==> config.mk <==
export PLATFORM = sky130hd
export DESIGN_NAME = branch_resolve_queue
export DESIGN_NICKNAME = d
export VERILOG_FILES = /design/src/rtl/branch_resolve_queue.sv
export SDC_FILE = /design/constraint.sdc
export NUM_CORES = 1
export LEC_CHECK = 0
export ABC_AREA = 1
export BUFFER_PORTS_ARGS = -buffer_cell sky130_fd_sc_hd__buf_2
export CORE_AREA = 2 2 100 102
export DETAILED_ROUTE_END_ITERATION = 6
export DIE_AREA = 0 0 102 104
export GPL_TIMING_DRIVEN = 0
export HOLD_SLACK_MARGIN = 0.05
export PLACE_DENSITY = 0.83
export SLEW_MARGIN = 30
export SYNTH_ARGS = -nofsm -noshare
export SYNTH_HDL_FRONTEND = slang
export SYNTH_SLANG_ARGS = --single-unit
==> constraint.sdc <==
create_clock -name clk_i -period 3.6 [get_ports clk_i]
set_clock_uncertainty 0.05 [all_clocks]
set_input_delay 0.18 -clock clk_i [delete_from_list [all_inputs] [get_ports clk_i]]
set_output_delay 0.18 -clock clk_i [all_outputs]
set_load 0.02 [all_outputs]
==> src/rtl/branch_resolve_queue.sv <==
// In-order queue of in-flight predicted branches. Resolves the oldest entry,
// drives predictor training one cycle later and flushes younger entries on a mispredict.
module branch_resolve_queue #(
    parameter int DEPTH = 4,
    parameter int PTR_W = $clog2(DEPTH)
) (
    input  logic             clk_i,
    input  logic             rst_ni,
    input  logic             alloc_valid_i,
    output logic             alloc_ready_o,
    input  logic [15:0]      alloc_pc_i,
    input  logic             alloc_taken_i,
    input  logic [7:0]       alloc_history_i,
    input  logic             resolve_valid_i,
    input  logic             resolve_taken_i,
    output logic             train_valid_o,
    output logic             train_taken_o,
    output logic             train_mispredicted_o,
    output logic [7:0]       train_history_o,
    output logic [15:0]      train_pc_o,
    output logic             flush_o,
    output logic [PTR_W:0]   count_o,
    output logic             underflow_err_o
);

    localparam int CNT_W = PTR_W + 1;

    logic [15:0]      pc_mem    [DEPTH];
    logic             taken_mem [DEPTH];
    logic [7:0]       hist_mem  [DEPTH];

    logic [PTR_W-1:0] head_q, head_d;
    logic [PTR_W-1:0] tail_q, tail_d;
    logic [CNT_W-1:0] count_q, count_d;
    logic             underflow_q, underflow_d;

    logic             train_valid_q, train_valid_d;
    logic             train_taken_q, train_taken_d;
    logic             train_mis_q, train_mis_d;
    logic [7:0]       train_hist_q, train_hist_d;
    logic [15:0]      train_pc_q, train_pc_d;
    logic             flush_q, flush_d;

    logic             empty, full;
    logic             alloc_acc, alloc_wr, resolve_acc, mispredict;
    logic [PTR_W-1:0] head_inc;

    assign empty       = (count_q == '0);
    assign full        = (count_q == CNT_W'(DEPTH));
    assign alloc_acc   = alloc_valid_i && !full;
    assign resolve_acc = resolve_valid_i && !empty;
    assign mispredict  = resolve_acc && (resolve_taken_i != taken_mem[head_q]);
    // A mispredicting resolve discards the same-cycle alloc along with younger entries.
    assign alloc_wr    = alloc_acc && !mispredict;
    assign head_inc    = head_q + PTR_W'(1);

    always_comb begin
        head_d        = head_q;
        tail_d        = tail_q;
        count_d       = count_q;
        underflow_d   = underflow_q | (resolve_valid_i && empty);
        train_valid_d = resolve_acc;
        train_mis_d   = mispredict;
        train_taken_d = train_taken_q;
        train_hist_d  = train_hist_q;
        train_pc_d    = train_pc_q;
        flush_d       = mispredict;

        if (resolve_acc) begin
            train_taken_d = resolve_taken_i;
            train_hist_d  = hist_mem[head_q];
            train_pc_d    = pc_mem[head_q];
        end

        if (mispredict) begin
            head_d  = head_inc;
            tail_d  = head_inc;
            count_d = '0;
        end else begin
            if (resolve_acc) head_d = head_inc;
            if (alloc_wr)    tail_d = tail_q + PTR_W'(1);
            case ({alloc_wr, resolve_acc})
                2'b10:   count_d = count_q + CNT_W'(1);
                2'b01:   count_d = count_q - CNT_W'(1);
                default: count_d = count_q;
            endcase
        end
    end

    always_ff @(posedge clk_i or negedge rst_ni) begin
        if (!rst_ni) begin
            head_q        <= '0;
            tail_q        <= '0;
            count_q       <= '0;
            underflow_q   <= 1'b0;
            train_valid_q <= 1'b0;
            train_taken_q <= 1'b0;
            train_mis_q   <= 1'b0;
            train_hist_q  <= '0;
            train_pc_q    <= '0;
            flush_q       <= 1'b0;
        end else begin
            head_q        <= head_d;
            tail_q        <= tail_d;
            count_q       <= count_d;
            underflow_q   <= underflow_d;
            train_valid_q <= train_valid_d;
            train_taken_q <= train_taken_d;
            train_mis_q   <= train_mis_d;
            train_hist_q  <= train_hist_d;
            train_pc_q    <= train_pc_d;
            flush_q       <= flush_d;
        end
    end

    // Entry payload needs no reset: occupancy is tracked by count/pointers only.
    always_ff @(posedge clk_i) begin
        if (alloc_wr) begin
            pc_mem[tail_q]    <= alloc_pc_i;
            taken_mem[tail_q] <= alloc_taken_i;
            hist_mem[tail_q]  <= alloc_history_i;
        end
    end

    assign alloc_ready_o        = !full;
    assign train_valid_o        = train_valid_q;
    assign train_taken_o        = train_taken_q;
    assign train_mispredicted_o = train_mis_q;
    assign train_history_o      = train_hist_q;
    assign train_pc_o           = train_pc_q;
    assign flush_o              = flush_q;
    assign count_o              = count_q;
    assign underflow_err_o      = underflow_q;

endmodule

==> metrics.cfg <==
[timing]
slew_headroom_pct = 60.3
worst_pin_slew_ns = 0.596
setup_violations = 0
worst_slack_ns = 1.32
finalHoldViolCount = 0
post-route-min-period_ns = 2.28
finalCritPeriodShare_pct = 63.2
fin_setup_tns_ns = 0
slew_viol_final = 0
fmax_mhz = 439
rsz0062_at_grt = no

[critical_path]
cp-start-kind = flip-flop
critPathCaptureType = flip-flop
critPathKind = reg -> reg
required_ns = 3.78
cp_max_fo = 13
worstPathArrival_ns = 2.46

[placed_design]
gp_congestion = 0.805
post-place-ws_ns = 1.34
port_buffers = 62
hpwl_um = 7510

[detailed_routing]
route.vias.total = 3784
first_iter_violations = 317
drt_wl_total_um = 12600
post-route-drc-count = 0
ant_nets = 0
via_per_inst = 5.52
drt-pass1-iter-count = 5
avgRoutedWirePerCell_um = 18.4

[cts]
postCtsSetupBuffers = 0
clkTransAtPathRegs_ns = 0.07
cts_tree = yes
cts_buffers = 17
cts-root-buf = clkbuf_8
postCtsResizedCells = 0
clk_latency_ns = 0.54
clockBufferDepth = 2
cts.sinks = 135
h-tree-depth = 4

[power]
peakVddDrop_uv = 464
power.density_mw_per_mm2 = 904
p_leak_nw = 2.64
power_w = 0.00613

[min_path]
holdCritPathClass = in -> reg

[yosys]
yosys.area_share.simple_pct = 13.3
syn_inst = 426
syn-cell-area_mm2 = 0.00531
ys_warn_count = 0
synthMuxAreaShare_pct = 0
synthXorXnorAreaFrac_pct = 0.495
synth-seq-cells = 135
yosys.area_share.adder_pct = 1.32
synth_top_family_by_area = simple AND/OR/NAND/NOR gates
synth.distinct_cells = 28
yosysSeqAreaShare_pct = 73.0
synth_nets = 461
synth-compound-area-share_pct = 8.15
syn_avg_cell_area_um2 = 12.5

[floorplanning]
die_h_um = 104
rows = 36
start_util_pct = 55.6
io_pins = 63
die_w_um = 102
die-area_mm2 = 0.0106
placeableCoreArea_mm2 = 0.00955

[outcome]
outcome = complete, no violations

[grt]
grt_pass1_wl_um = 19700
grt_max_degree = 36
grtUsageTotal_pct = 25.2
gr-total-overflow = 0
first_global_vias = 3877
antenna_found_initial = 0

[cells_and_area]
num-fill-cells = 587
final_nets = 574
drive_above_1_share_pct = 24.6
syn_to_final_growth_pct = 27.7
antenna_cells = 0

[run]
max_cap_viol_count = 0

[layout by cell type (no fill, tap or decap)]
cell,n
dlygate4sd3_1,28
clkbuf_1,9
nand2_4,2
bufinv_16,1
o21bai_1,1
xnor2_1,1
nand3_2,3
inv_8,6
nand3_1,5
clkinv_4,2
inv_1,15
nand3_4,2
xor2_1,2
clkbuf_16,16
buf_2,71
a31oi_1,24
buf_4,3
inv_2,4
inv_4,1
inv_6,7
buf_16,3
a21oi_4,1
edfxtp_1,100
buf_6,1
buf_8,1
nor2_1,121
dfrtp_1,35
nor2_4,6
o21ai_1,1
o21ai_0,49
nand2_1,19
o221ai_1,1
fa_1,1
ha_1,4
nand2_2,5
clkbuf_8,1
[synthesized netlist by cell type (all sizes together)]
cell / number / share of area, %
xnor2: 1 / 0.16
o221ai: 1 / 0.16
buf: 13 / 1.4
clkbuf: 9 / 0.64
a31oi: 24 / 2.8
dfrtp: 35 / 16
ha: 4 / 0.94
a21oi: 1 / 0.31
inv: 21 / 1.6
nor2: 127 / 9.3
fa: 1 / 0.38
nand2: 26 / 2.4
xor2: 2 / 0.33
o21bai: 1 / 0.14
o21ai: 50 / 4.7
edfxtp: 100 / 57
nand3: 10 / 1.7
[state kept, by name, summed over array words and instances (netlist names)]
name and cells:
train_valid_o 1, underflow_err_o 1, count_o 3, taken_mem 4, tail_q 2, train_pc_o 16, train_history_o 8, train_taken_o 1
flush_o 1, head_q 2, hist_mem 32, pc_mem 64
[area by class of cell]
type | instances | area (um2) | share of cell area (%)
plain buffers | 22 | 110 | 1.62
repair buffers | 94 | 691 | 10.2
flip-flops and latches | 135 | 3880 | 57.2
clock inverters | 15 | 168 | 2.47
well taps | 133 | 166 | 2.45
inverters | 21 | 86.3 | 1.27
multi-input cells | 248 | 1270 | 18.7
clock buffers | 17 | 414 | 6.11
[power by group]
part	internal [W]	total, W	leakage (nW)	switching [W]
Combinational	0.000689	0.00215	1.04	0.00147
Clock	0.000959	0.00169	0.290	0.000733
Sequential	0.00210	0.00228	1.31	0.000182
Total	0.00375	0.00613	2.64	0.00238
[through the flow]
stage          utilization [%]  area [um2]  cells  hold slack [ns]
5_1_grt                   71.0        6780    685           0.0943
2_1_floorplan                -        5310    426           -0.166
4_1_cts                   71.0        6780    685           0.0628
3_5_place_dp              61.9        5920    625            0.287
6_report                  71.0        6780    685           0.0659
3_3_place_gp              60.6        5790    621            0.289
[kinds of logic after synthesis]
family | count (synthesis)
AOI/OAI and AO/OA | 77
xor gates and xnor gates | 3
adders and majority gates | 5
buffers and inverters | 43
DFF | 135
and+or+nand+nor | 163
[worst paths after layout]
path	startpoint	end	slack, ns	cells past startpoint
setup / recovery	count_o[0]	pc_mem[0][11]	1.32	8
hold / removal	alloc_valid_i	tail_q[1]	0.07	4
setup reg to reg	count_o[0]	pc_mem[0][11]	1.32	8
hold reg to reg	train_taken_o	train_taken_o	0.43	2
max in group asynchronous	rst_ni	train_pc_o[3]	3.05	2
min in group asynchronous	rst_ni	train_pc_o[7]	0.11	2
[layer usage]
layer  routed length, um  vias up  global-route usage (%)
li1                    -     1707                       -
met1                4800     1856                    31.0
met2                6670      192                    43.1
met3                 866       29                    5.65
met4                 240        0                    9.52
met5                   0        -                       0
[worst max-delay path, cell delays in order (launching register included)]
cell,delay [ns]
dfrtp_1,0.43
inv_1,0.13
nand3_2,0.12
nand2_4,0.12
inv_2,0.11
nand3_4,0.14
nand2_2,0.17
nor2_4,0.44
buf_8,0.24
[timing repair]
item                                    in CTS  in global routing
endpoints found under the hold margin      140                  0
endpoints found under the setup margin       0                  0
hold buffers                                28                  0
Power figures use the tool's default switching activity.
